$ cat config.mk
export PLATFORM = sky130hd
export DESIGN_NAME = pll_lock_controller_flat
export DESIGN_NICKNAME = d
export VERILOG_FILES = /design/src/rtl/pll_lock_controller_if.sv /design/src/rtl/pll_lock_controller.sv /design/src/flat_wrapper.sv
export SDC_FILE = /design/constraint.sdc
export NUM_CORES = 1
export LEC_CHECK = 0
export BUFFER_PORTS_ARGS = -buffer_cell sky130_fd_sc_hd__buf_4
export CORE_ASPECT_RATIO = 0.75
export CORE_MARGIN = 4
export CORE_UTILIZATION = 29
export CTS_BUF_LIST = sky130_fd_sc_hd__clkbuf_16
export CTS_CLUSTER_SIZE = 12
export DETAILED_ROUTE_END_ITERATION = 10
export PLACE_DENSITY_LB_ADDON = 0.12
export SYNTH_ARGS = -nofsm -noshare
export SYNTH_HDL_FRONTEND = slang
export SYNTH_SLANG_ARGS = --single-unit
export TNS_END_PERCENT = 100
$ cat constraint.sdc
create_clock -name Clock -period 2.3 [get_ports Clock]
set_input_delay 0.115 -clock Clock [delete_from_list [all_inputs] [get_ports Clock]]
set_output_delay 0.115 -clock Clock [all_outputs]
set_load 0.005 [all_outputs]
$ cat src/rtl/pll_lock_controller_if.sv
// Decision/status bundle between the frequency comparator side and the PLL lock sequencer.
// The master drives the loop enable and the decisions; the slave (the controller) returns the control word and status.
interface pll_lock_controller_if #(
    parameter int WIDTH = 8
);
    logic             Enable;
    logic             AdjValid;
    logic [1:0]       AdjustFreq;
    logic [WIDTH-1:0] FreqWord;
    logic             Locked;
    logic             LockLost;
    logic             CodeErr;
    logic [1:0]       State;

    modport master (
        output Enable, AdjValid, AdjustFreq,
        input  FreqWord, Locked, LockLost, CodeErr, State
    );

    modport slave (
        input  Enable, AdjValid, AdjustFreq,
        output FreqWord, Locked, LockLost, CodeErr, State
    );
endinterface

$ cat src/rtl/pll_lock_controller.sv
// Coarse-acquire / fine-track / locked sequencer that turns comparator decisions
// into a saturating DCO frequency control word and reports lock status.
module pll_lock_controller #(
    parameter int WIDTH        = 8,
    parameter int INIT_WORD    = 128,
    parameter int COARSE_STEP  = 8,
    parameter int FINE_STEP    = 1,
    parameter int LOCK_COUNT   = 4,
    parameter int UNLOCK_COUNT = 2
) (
    input logic                    Clock,
    input logic                    Reset,
    pll_lock_controller_if.slave   bus
);

    typedef enum logic [1:0] {
        IDLE    = 2'b00,
        ACQUIRE = 2'b01,
        TRACK   = 2'b10,
        LOCKED  = 2'b11
    } stateType;

    typedef enum logic [1:0] {
        DIR_NONE = 2'b00,
        DIR_UP   = 2'b01,
        DIR_DOWN = 2'b10
    } dirType;

    localparam logic [WIDTH-1:0] INIT_VAL    = WIDTH'(INIT_WORD);
    localparam logic [WIDTH:0]   COARSE_EXT  = (WIDTH+1)'(COARSE_STEP);
    localparam logic [WIDTH:0]   FINE_EXT    = (WIDTH+1)'(FINE_STEP);
    localparam logic [3:0]       LOCK_TH     = 4'(LOCK_COUNT);
    localparam logic [3:0]       UNLOCK_TH   = 4'(UNLOCK_COUNT);

    stateType         state, stateNext;
    dirType           lastDir, dirNext;
    logic [WIDTH-1:0] freqWord, wordNext;
    logic [3:0]       matchCnt, matchNext;
    logic [3:0]       missCnt, missNext;
    logic             locked, lockLost, lockLostNext, codeErr, codeErrNext;

    logic             isUp, isDown, isMatch;
    logic [WIDTH:0]   stepExt, sumUp, diffDown;
    logic [WIDTH-1:0] stepped;

    // Candidate stepped word, computed one bit wider so overflow/underflow clamp instead of wrapping
    always_comb begin
        isUp     = (bus.AdjustFreq == 2'b11);
        isDown   = (bus.AdjustFreq == 2'b00);
        isMatch  = bus.AdjustFreq[1] ^ bus.AdjustFreq[0];
        stepExt  = (state == ACQUIRE) ? COARSE_EXT : FINE_EXT;
        sumUp    = {1'b0, freqWord} + stepExt;
        diffDown = {1'b0, freqWord} - stepExt;
        stepped  = freqWord;
        if (isUp) begin
            stepped = sumUp[WIDTH] ? '1 : sumUp[WIDTH-1:0];
        end else if (isDown) begin
            stepped = diffDown[WIDTH] ? '0 : diffDown[WIDTH-1:0];
        end
    end

    always_comb begin
        stateNext    = state;
        wordNext     = freqWord;
        matchNext    = matchCnt;
        missNext     = missCnt;
        dirNext      = lastDir;
        lockLostNext = 1'b0;
        codeErrNext  = 1'b0;

        if (!bus.Enable) begin
            stateNext = IDLE;
            wordNext  = INIT_VAL;
            matchNext = '0;
            missNext  = '0;
            dirNext   = DIR_NONE;
        end else if (state == IDLE) begin
            stateNext = ACQUIRE;
        end else if (bus.AdjValid) begin
            codeErrNext = (bus.AdjustFreq == 2'b10);
            if (!isMatch) begin
                wordNext = stepped;
            end
            case (state)
                ACQUIRE: begin
                    // A reversal means we have bracketed the target, so hand over to fine tracking
                    if (isMatch ||
                        (isUp && lastDir == DIR_DOWN) ||
                        (isDown && lastDir == DIR_UP)) begin
                        stateNext = TRACK;
                        matchNext = '0;
                    end
                    if (!isMatch) begin
                        dirNext = isUp ? DIR_UP : DIR_DOWN;
                    end
                end
                TRACK: begin
                    if (!isMatch) begin
                        matchNext = '0;
                    end else if (matchCnt + 4'd1 >= LOCK_TH) begin
                        stateNext = LOCKED;
                        matchNext = LOCK_TH;
                        missNext  = '0;
                    end else begin
                        matchNext = matchCnt + 4'd1;
                    end
                end
                LOCKED: begin
                    if (isMatch) begin
                        missNext = '0;
                    end else if (missCnt + 4'd1 >= UNLOCK_TH) begin
                        stateNext    = TRACK;
                        matchNext    = '0;
                        missNext     = '0;
                        lockLostNext = 1'b1;
                    end else begin
                        missNext = missCnt + 4'd1;
                    end
                end
                default: stateNext = IDLE;
            endcase
        end
    end

    always_ff @(posedge Clock) begin
        if (Reset) begin
            state    <= IDLE;
            freqWord <= INIT_VAL;
            matchCnt <= '0;
            missCnt  <= '0;
            lastDir  <= DIR_NONE;
            locked   <= 1'b0;
            lockLost <= 1'b0;
            codeErr  <= 1'b0;
        end else begin
            state    <= stateNext;
            freqWord <= wordNext;
            matchCnt <= matchNext;
            missCnt  <= missNext;
            lastDir  <= dirNext;
            locked   <= (stateNext == LOCKED);
            lockLost <= lockLostNext;
            codeErr  <= codeErrNext;
        end
    end

    assign bus.FreqWord = freqWord;
    assign bus.Locked   = locked;
    assign bus.LockLost = lockLost;
    assign bus.CodeErr  = codeErr;
    assign bus.State    = state;

endmodule
$ cat src/flat_wrapper.sv
// flat-port wrapper written by rule: the top's interface ports become plain ports
module pll_lock_controller_flat 
#(
    parameter int WIDTH        = 8,
    parameter int INIT_WORD    = 128,
    parameter int COARSE_STEP  = 8,
    parameter int FINE_STEP    = 1,
    parameter int LOCK_COUNT   = 4,
    parameter int UNLOCK_COUNT = 2
)
  (Clock, Reset, bus_Enable, bus_AdjValid, bus_AdjustFreq, bus_FreqWord, bus_Locked, bus_LockLost, bus_CodeErr, bus_State);
  pll_lock_controller_if #(.WIDTH(WIDTH)) bus_i ();
  input logic Clock;
  input logic Reset;
  input wire logic [$bits(bus_i.Enable)-1:0] bus_Enable;
  input wire logic [$bits(bus_i.AdjValid)-1:0] bus_AdjValid;
  input wire logic [$bits(bus_i.AdjustFreq)-1:0] bus_AdjustFreq;
  output wire logic [$bits(bus_i.FreqWord)-1:0] bus_FreqWord;
  output wire logic [$bits(bus_i.Locked)-1:0] bus_Locked;
  output wire logic [$bits(bus_i.LockLost)-1:0] bus_LockLost;
  output wire logic [$bits(bus_i.CodeErr)-1:0] bus_CodeErr;
  output wire logic [$bits(bus_i.State)-1:0] bus_State;
  assign bus_i.Enable = bus_Enable;
  assign bus_i.AdjValid = bus_AdjValid;
  assign bus_i.AdjustFreq = bus_AdjustFreq;
  assign bus_FreqWord = bus_i.FreqWord;
  assign bus_Locked = bus_i.Locked;
  assign bus_LockLost = bus_i.LockLost;
  assign bus_CodeErr = bus_i.CodeErr;
  assign bus_State = bus_i.State;
  pll_lock_controller #(.WIDTH(WIDTH), .INIT_WORD(INIT_WORD), .COARSE_STEP(COARSE_STEP), .FINE_STEP(FINE_STEP), .LOCK_COUNT(LOCK_COUNT), .UNLOCK_COUNT(UNLOCK_COUNT)) u_core (.Clock(Clock), .Reset(Reset), .bus(bus_i));
endmodule
; After elaboration in Yosys (flattened, before gate mapping)
; Index checks and enable logic that the tools add are counted.
[totals]
out_inout_bits = 13
latchBits = 0
word_cells = 76
register_bits = 23
mem_bits_rw = 0
romBits = 0
mem_count = 0
in_bits = 6
[op_classes]
n_mul = 0
mux = 27
shift = 0
reduce_logical = 16
add_sub_neg = 4
div_mod_pow = 0
eq_ne = 13
bitwise = 6
order_cmp = 2
[ops]
columns = op, count
row1 = $mux 4, 10
row2 = $mux 8, 4
row3 = $mux 2, 9
row4 = $eq 2x2->1 const B, 6
row5 = $pmux 4 s3, 1
row6 = $add 8x9->9, 1
row7 = $sub 8x9->9, 1
row8 = $add 4x1->4 const B, 2
row9 = $pmux 4 s2, 1
row10 = $reduce_and 4->1, 2
row11 = $ne 2x1->1 const B, 3
row12 = $pmux 2 s3, 1
row13 = $reduce_and 6->1, 1
row14 = $reduce_or 6->1, 1
row15 = $not 1->1, 5
row16 = $reduce_and 5->1, 1
row17 = $eq 2x1->1 const B, 2
row18 = $ge 4x2->1 const B, 1
row19 = $ge 4x3->1 const B, 1
row20 = $logic_not 2->1, 2
row21 = $ne 2x2->1 const B, 2
row22 = $reduce_bool 2->1, 2
row23 = $reduce_or 4->1, 1
row24 = $reduce_bool 3->1, 1
row25 = other kinds (5), 7

; Longest topological paths before layout
; Gate-level depths: netlist (run 1).
[depth]
word_depth = 10
mapped_depth = 9
mapped_depth_nobuf = 9

; Worst setup path before layout (run 1)
; Ideal clock, no wire load.
[synth_path]
path_kind = reg-to-reg
start = reg u_core.state[1], in the netlist u_core.bus.State[1]
end = reg u_core.freqWord[7], in the netlist u_core.bus.FreqWord[7]
path_stages_with_launch = 9
setup_slack_ns = 0.235
arrival_ns = 1.940
synth_period_minus_slack_ns = 2.065
path_cell_list = dfxtp_1 > inv_1 > nand2_1 > ha_1 > buf_6 > nand4b_1 > or4_2 > nand3_1 > o211ai_2
[synth_via]
elab_chain_cells = 6
elab_cells_between_ends = 11
cone_classes = add/sub: 2 / eq/ne: 1 / mux: 5 / bitwise: 1 / reduce/logical: 2
[synth_rtl]
columns = item, line
row1 = from (decl), pll_lock_controller.sv:35  ; stateType state, stateNext;
row2 = from (signal assigned), pll_lock_controller.sv:136  ; state <= stateNext;
row3 = $eq 2x1->1, pll_lock_controller.sv:51  ; stepExt = (state == ACQUIRE) ? COARSE_EXT : FINE_EXT;
row4 = $mux 4, pll_lock_controller.sv:51
row5 = $sub 8x9->9, pll_lock_controller.sv:53  ; diffDown = {1'b0, freqWord} - stepExt;
row6 = $mux 8, pll_lock_controller.sv:58  ; stepped = diffDown[WIDTH] ? '0 : diffDown[WIDTH-1:0];
row7 = $mux 8, pll_lock_controller.sv:57  ; end else if (isDown) begin
row8 = $mux 8, pll_lock_controller.sv:55  ; if (isUp) begin
row9 = to (signal assigned), pll_lock_controller.sv:137  ; freqWord <= wordNext;
row10 = to (decl), pll_lock_controller.sv:37  ; logic [WIDTH-1:0] freqWord, wordNext;
; Parallel ways exist; a longest one is shown, timed or not. The select of a mux whose other input is x is not followed.
; A chain may end at the register's enable or synchronous reset.

; Worst setup path in the final report (run 1)
[layout_path]
start = reg u_core.state[1], in the netlist u_core.bus.State[1]
end = reg u_core.freqWord[5], in the netlist u_core.bus.FreqWord[5]
; The elaborated chain is that of the path after synthesis.

==> metrics list, run 1 <==
- Worst IR drop on VDD: 359.6 uV
- The final count of hold timing violations is 0.
* Clock tree from TritonCTS: done
- After the last flow step, the layout net total stands at 226.
- The region available for standard cell placement spans 0.005439 sq mm.
* Fraction of the cycle the final worst path needs: 0.9277
* Cell type with the highest aggregate area in the netlist: sky130_fd_sc_hd__dfxtp_1
- Largest fanout of any net on the critical path: 9
- The critical path goes through inv_1 > nand2_1 > ha_1 > nand4b_1 > and2_1 > or3_1 > o2111ai_1 > a31oi_1.
- Counting instances, the worst hold path has a depth of 2.
- Die span in x: 95.27 um
- Status: completed
* Data required, critical path: 2.43 ns
- Remaining antenna violation count after routing: 0
- Global-route wire length before repair: 6865 um
- Count of different cell masters after synthesis: 60
- The area growth from synthesis to layout is 13.22%.
- Among all flip-flop cells after synthesis, the most frequent one is sky130_fd_sc_hd__dfxtp_1.
* Combinational power share: 0.136
* Post-Synthesis Mean Instance Area: 8.583 sq um
- Detail Placement HPWL: 2992 um
- FFs w/ async S/R, synth: 0
* Post-synthesis compound-gate area fraction: 0.2455
* Critical path's top delay family: simple AND/OR/NAND/NOR gates
* Area enclosed by the die boundary: 0.006998 sq mm
- Average via count per standard cell: 5.156
- Detail-routed net length per standard cell: 13.98 um
- Final worst clock skew: 0.003703 ns
* Number of placed I/O pins: 19
* Internal reg-to-reg setup slack: 0.17 ns
- Initial core utilization: 0.3046
- For the worst-skew pair, the clock arrives at the later sink with an insertion delay of 0.25 ns.
- STA classifies the critical path startpoint as a flip-flop.
- Starting DRT DRC Count: 86
- Hold crit path type: input port to flip-flop
* Most instantiated cells after synthesis: 23 x sky130_fd_sc_hd__dfxtp_1, 13 x sky130_fd_sc_hd__a21oi_1, 13 x sky130_fd_sc_hd__nor2_1
- Global-route usage over all layers: 0.1231
- Ratio of cells with drive above 1 in the final layout: 0.1836
- Total setup buffers inserted after CTS: 0
- Top area cells in the synthesized netlist: sky130_fd_sc_hd__dfxtp_1 28%, sky130_fd_sc_hd__ha_1 9.1%, sky130_fd_sc_hd__clkbuf_8 4.2%, sky130_fd_sc_hd__a21oi_1 3.9%, sky130_fd_sc_hd__mux2i_1 3.0%
* Buf/Inv on CP: 1
- Vias in the first global route: 1397
- Transition at the pin with the smallest max-transition slack: 0.5373 ns
* Total placed instance area: 0.001797 sq mm
* Placement Rows: 23
- Measured on the finished design, the core utilization comes to 0.3448.
- The number of antenna violations at the first check in global routing is 0.
* Switching Fraction: 0.2439
- OpenSTA, run right after detailed placement, puts the worst setup slack at 0.1734 ns.
- Clock root buffer: sky130_fd_sc_hd__clkbuf_16
- Of the post-synthesis cell area, the dominant cell type holds 0.2779.
- Static timing analysis puts the maximum clock frequency at 468.7 MHz.
- Total count of max-transition violations in the final report: 0
- Period minus WS final: 2.134 ns
* Portion of total power attributed to the clock network: 0.416
- Worst Setup End Kind: flip-flop
- The finished cells cover 0.001876 sq mm.
- Maximum clock path buffer count: 2
- After synthesis the cells add up to 0.001657 sq mm.
* Maximum number of pins on one net before global-route repair: 16
- Counting tap cells, the placed design contains a total of 278 instances.
- The slowest stage of the critical path is the sky130_fd_sc_hd__ha_1 cell.
* Arrival @ worst endpoint: 2.27 ns
- For this run, the number of Yosys warnings is 0.
- Buffers inserted during clock tree synthesis total 3.
- Detailed Route WL: 3941 um
- For this design the static power due to leakage is 0.7564 nW.
- Excluding fillers, the count of instances in the completed layout stands at 282.
* Flip-flop and latch count after synthesis: 23
- Total clock sinks: 23
- DRC violations left: 0
- Of the post-synthesis cell area, the part taken by muxes is 0.03021.
- Minimum setup slack in the final design: 0.1662 ns
- Max incr delay on CP: 0.43 ns
- The critical path in this run is classified as flip-flop to flip-flop.
- Vias: 1454
* Setup total negative slack: 0 ns
- Internal power comes to 0.6873 mW.
- 0 antenna diodes ended up in the layout.
- For this run, the detailed router's first-pass iteration total came to 4.
* Die height: 73.46 um
- Reported net switching power: 0.2217 mW
- In this run, synthesis inferred 0 flip-flops with an integrated enable.
- Clock-pin slew was measured on the worst setup and hold paths at 0.06 ns.
- Power density cells: 484.7 mW/mm^2
- Final number of setup-violating endpoints: 0
- Of the total synthesized cell area, the portion taken by AND, OR, NAND and NOR gates is 0.2311.
- Adder-cell share of the synthesized area: 0.09063
- Count of input and output buffers: 18
- Number of maximum-capacitance violations: 0
* Number of cells on the critical path: 8
* Post-synthesis xor/xnor area fraction: 0.02115
* Sequential element share of the synthesized area: 0.2779
- RSZ-0062 raised after global routing: false
- Routability-driven placement finished with a final weighted congestion of 0.8098.
* Relative slew margins: 0.6418
- Total overflow reported by the global router: 0
- CTS built an H-tree with a depth of 1.
- Synthesis handed over a netlist of 193 instances.
* Number of nets produced by synthesis: 211
* Worst Reg-to-Reg Cells: 8
- In the post-synthesis netlist, the cell with the most instances is sky130_fd_sc_hd__dfxtp_1.
- The share of total power dissipated in sequential elements is 0.449.
- After synthesis, the largest family of logic cells by area is compound AO/OA/AOI/OAI gates.
-- metrics by stage --
step	hold WS, ns	total power [mW]
2_1_floorplan	0.3331	0.5086
3_3_place_gp	0.3997	0.5395
3_5_place_dp	0.4039	0.5392
4_1_cts	0.1310	0.9287
5_1_grt	0.1583	0.9591
6_report	0.1337	0.9090
-- power groups by stage --
stage                     registers [mW]  clock network, mW  logic, mW
after global routing               0.408              0.411      0.140
after global placement             0.417                  0      0.123
after CTS                          0.407              0.398      0.123
final                              0.408              0.378      0.124
after floorplan                    0.415                  0     0.0941
after detailed placement           0.417                  0      0.122
-- state kept, by name, summed over array words and instances (netlist names) --
name / flops
u_core.bus.State: 2
u_core.bus.Locked: 1
u_core.bus.FreqWord: 8
u_core.missCnt: 4
u_core.bus.CodeErr: 1
u_core.matchCnt: 4
u_core.bus.LockLost: 1
u_core.lastDir: 2
-- worst reg2reg max path: stages (launching register included) --
cell	delay, ns
sky130_fd_sc_hd__dfxtp_1	0.31
sky130_fd_sc_hd__inv_1	0.10
sky130_fd_sc_hd__nand2_1	0.14
sky130_fd_sc_hd__ha_1	0.43
sky130_fd_sc_hd__nand4b_1	0.26
sky130_fd_sc_hd__and2_1	0.22
sky130_fd_sc_hd__or3_1	0.35
sky130_fd_sc_hd__o2111ai_1	0.11
sky130_fd_sc_hd__a31oi_1	0.10
-- worst paths after layout --
check / endpoint / start
min reg2reg: u_core.matchCnt[1] / u_core.matchCnt[1]
max: u_core.bus.FreqWord[5] / u_core.bus.State[1]
max reg2reg: u_core.bus.FreqWord[5] / u_core.bus.State[1]
min: u_core.matchCnt[2] / bus_AdjValid
-- kinds of logic after synthesis --
| logic type | count (synthesis) |
|---|---|
| AO/OA/AOI/OAI | 57 |
| XOR/XNOR | 4 |
| adder cells (fa/ha/maj) | 12 |
| buffers and inverters | 25 |
| flip-flops | 23 |
| multiplexers | 5 |
| AND/OR/NAND/NOR | 67 |
-- layout make-up --
cell class / count / area, sq um
clock inverter: 1 / 3.754
clock buffer: 3 / 75.07
fill: 567 / 3563
sequential: 23 / 460.4
multi-input combinational: 145 / 1025
inverter: 12 / 45.04
timing repair buffer: 23 / 172.7
tap: 75 / 93.84
-- layer usage --
metal / GRT usage / up-vias / wire [um]
met5: 0 / - / 0
met1: 0.1808 / 696 / 2048
li1: - / 734 / -
met2: 0.1854 / 22 / 1695
met3: 0.02764 / 2 / 174
met4: 0.02080 / 0 / 22
-- placed cells by master, fill, tap and decap left out, drive strengths merged, types with 3 or more instances in the layout --
master / n
nor3: 4
dfxtp: 23
inv: 13
a31oi: 3
and2: 4
a21oi: 13
o21a: 4
nand2b: 3
nand2: 12
o21ai: 9
clkbuf: 3
and3: 5
buf: 23
or3: 3
nor2: 13
nand3b: 5
o211ai: 6
ha: 12
or4: 3
nand3: 5
mux2i: 5
xnor2: 3
-- timing repair --
action,in CTS,in global routing
endpoints found under the setup margin,0,2
gates resized for setup,0,1
hold buffers,0,0
(Power assumes the default switching activity.)
==> run 2, diff against run 1 <==
Settings changed: REMOVE_ABC_BUFFERS set to 1.
==> metrics list, run 2 (synthesis results as in run 1) <==
- The top-level port count is 19 (unchanged).
- Arrival @ worst endpoint: 2.30 ns (was 2.27 ns)
* Leak pwr: 0.7701 nW (was 0.7564 nW)
- The count of placed standard cells including taps came to 281 (was 278).
* Global-route usage over all layers: 0.1289 (was 0.1231)
* H-Tree Depth: 1 (unchanged)
- Power density cells: 493.8 mW/mm^2 (was 484.7 mW/mm^2)
* Total clock sinks: 23 (unchanged)
* Most frequent cells in the layout: 26 x sky130_fd_sc_hd__buf_4, 23 x sky130_fd_sc_hd__dfxtp_1, 13 x sky130_fd_sc_hd__nor2_1, 13 x sky130_fd_sc_hd__a21oi_1, 12 x sky130_fd_sc_hd__ha_1 (was 23 x sky130_fd_sc_hd__buf_4, 23 x sky130_fd_sc_hd__dfxtp_1, 13 x sky130_fd_sc_hd__nor2_1, 13 x sky130_fd_sc_hd__a21oi_1)
- Final number of setup-violating endpoints: 0 (unchanged)
- Count of input and output buffers: 18 (unchanged)
- The number of max-capacitance violations reported came to 0 (unchanged).
* Filler cell count: 572 (was 567)
* Ratio of cells with drive above 1 in the final layout: 0.2048 (was 0.1836)
- The final weighted congestion in routability-driven placement came to 0.8062 (was 0.8098).
* Area enclosed by the die boundary: 0.006998 sq mm (unchanged)
- Total overflow reported by the global router: 0 (unchanged)
- The critical path endpoint category is a flip-flop (unchanged).
* Source-to-sink clock delay at the later pin of the worst-skew pair: 0.26 ns (was 0.25 ns)
- Area of the multi-input gates: 0.001031 sq mm (was 0.001025 sq mm)
* Clock root buffer: sky130_fd_sc_hd__clkbuf_16 (unchanged)
* Sequential standard cell area: 460.4 sq um (unchanged)
- DRC violations left: 0 (unchanged)
- Initial antenna violation count: 0 (unchanged)
- The transition at the pin with the smallest max-transition slack is 0.5705 ns (was 0.5373 ns).
- The number of vias in the routed layout is 1499 (was 1454).
* Area growth syn-to-layout: 15.03% (was 13.22%)
- Starting DRT DRC Count: 119 (was 86)
- The die boundary width is 95.27 um (unchanged).
- Maximum clock path buffer count: 2 (unchanged)
* Critical path type: flip-flop to flip-flop (unchanged)
- Status: completed (unchanged).
- The total iterations of the first detailed-routing run was 4 (unchanged).
- Number of antenna cells inserted: 0 (unchanged)
* Fraction of the cycle the final worst path needs: 0.9175 (was 0.9277)
- The minimum setup slack in the final design is 0.1897 ns (was 0.1662 ns).
* F_max: 473.9 MHz (was 468.7 MHz)
- The kind of path behind the tightest hold check is input port to flip-flop (unchanged).
- Final Instance Count excl. Fillers: 285 (was 282)
* RSZ-0062 raised after global routing: false (unchanged)
- Final standard cell area without fillers: 0.001906 sq mm (was 0.001876 sq mm)
* Net count reported at finish: 229 (was 226)
- Average via count per standard cell: 5.260 (was 5.156)
- The buffer count from post-CTS setup fixing is 0 (unchanged).
- The flip-flop count of the largest register, all copies and words added is 8 (unchanged).
- The number of placement rows came to 23 (unchanged).
- The number of buffers added by the clock tree synthesis step is 3 (unchanged).
* Clock tree from TritonCTS: done (unchanged)
- Total count of max-transition violations in the final report: 0 (unchanged)
- The final count of hold timing violations came to 0 (unchanged).
- Final worst clock skew: 0.002063 ns (was 0.003703 ns)
- The total core area is 0.005439 sq mm (unchanged).
* Hold Worst Slack: 0.1244 ns (was 0.1337 ns)
- The wire length reported by the detailed router is 4210 um (was 3941 um).
- The maximum fanout along the worst path was 6 (was 9).
- The relative slew slack was 0.6197 (was 0.6418).
- Setup total negative slack: 0 ns (unchanged)
- Remaining antenna violation count after routing: 0 (unchanged)
* Detail-routed net length per standard cell: 14.77 um (was 13.98 um)
- Detail Placement HPWL: 3197 um (was 2992 um)
* Worst IR drop on VDD: 269.5 uV (was 359.6 uV)
- The clock-pin slew on the worst setup and hold paths came to 0.07 ns (was 0.06 ns).
* Leading cell type in the layout, fill and taps excluded: sky130_fd_sc_hd__buf_4
- The via count of the first global-routing pass came to 1412 (was 1397).
- The startpoint type of the worst setup path is a flip-flop (unchanged).
- The final critical-path required period was 2.110 ns (was 2.134 ns).
- The share of the core filled with cells was 0.3504 (was 0.3448).
- The post-route total power came to 0.9410 mW (was 0.9090 mW).
* Die height: 73.46 um (unchanged)
* Initial core utilization: 0.3046 (unchanged)
* Total placed instance area: 0.001819 sq mm (was 0.001797 sq mm)
- The required time reported for the critical path endpoint was 2.49 ns (was 2.43 ns).
* Maximum number of pins on one net before global-route repair: 16 (unchanged)
- Global-route wire length before repair: 6989 um (was 6865 um)
* Post-place setup slack: 0.1976 ns (was 0.1734 ns)
run 2: worst paths after layout:
check	startpoint	end	slack, ns	cells past startpoint
hold / removal	bus_AdjValid	u_core.matchCnt[2]	0.12	2
setup reg to reg	u_core.bus.State[1]	u_core.bus.FreqWord[5]	0.19	9
hold reg to reg	u_core.missCnt[2]	u_core.missCnt[2]	0.51	1
setup / recovery	u_core.bus.State[1]	u_core.bus.FreqWord[5]	0.19	9
run 2: per-layer routing:
layer / GRT usage / up-vias / wire [um]
met3: 0.02866 / 2 / 294
met5: 0 / - / 0
met1: 0.1860 / 709 / 2127
met4: 0.04800 / 0 / 41
li1: - / 741 / -
met2: 0.1854 / 47 / 1747
run 2: power by group:
| group | internal, mW | switching [mW] | total, mW |
|---|---|---|---|
| clock network | 0.235 | 0.168 | 0.402 |
| registers | 0.402 | 0.00499 | 0.407 |
| logic | 0.0563 | 0.0753 | 0.132 |
run 2: area by class of cell:
cell class	count	share of cell area
flip-flops and latches	23	0.2416
repair buffers	26	0.1024
multi-input cells	145	0.5410
clock buffers	3	0.03940
clock inverters	1	0.002626
inverters	12	0.02364
well taps	75	0.04924
run 2: worst max-delay path, stage by stage, from the launching register on:
cell and delay, ns:
sky130_fd_sc_hd__dfxtp_1 0.31, sky130_fd_sc_hd__inv_1 0.10, sky130_fd_sc_hd__nand2_1 0.14, sky130_fd_sc_hd__ha_1 0.42, sky130_fd_sc_hd__buf_4 0.17, sky130_fd_sc_hd__inv_1 0.03
sky130_fd_sc_hd__o21ai_0 0.43, sky130_fd_sc_hd__and2_1 0.19, sky130_fd_sc_hd__o21ai_0 0.08, sky130_fd_sc_hd__a31oi_1 0.16
run 2: what timing repair did:
item,4_1_cts,5_1_grt
endpoints found under the setup margin,0,2
hold buffers,0,0
gates resized for setup,0,3
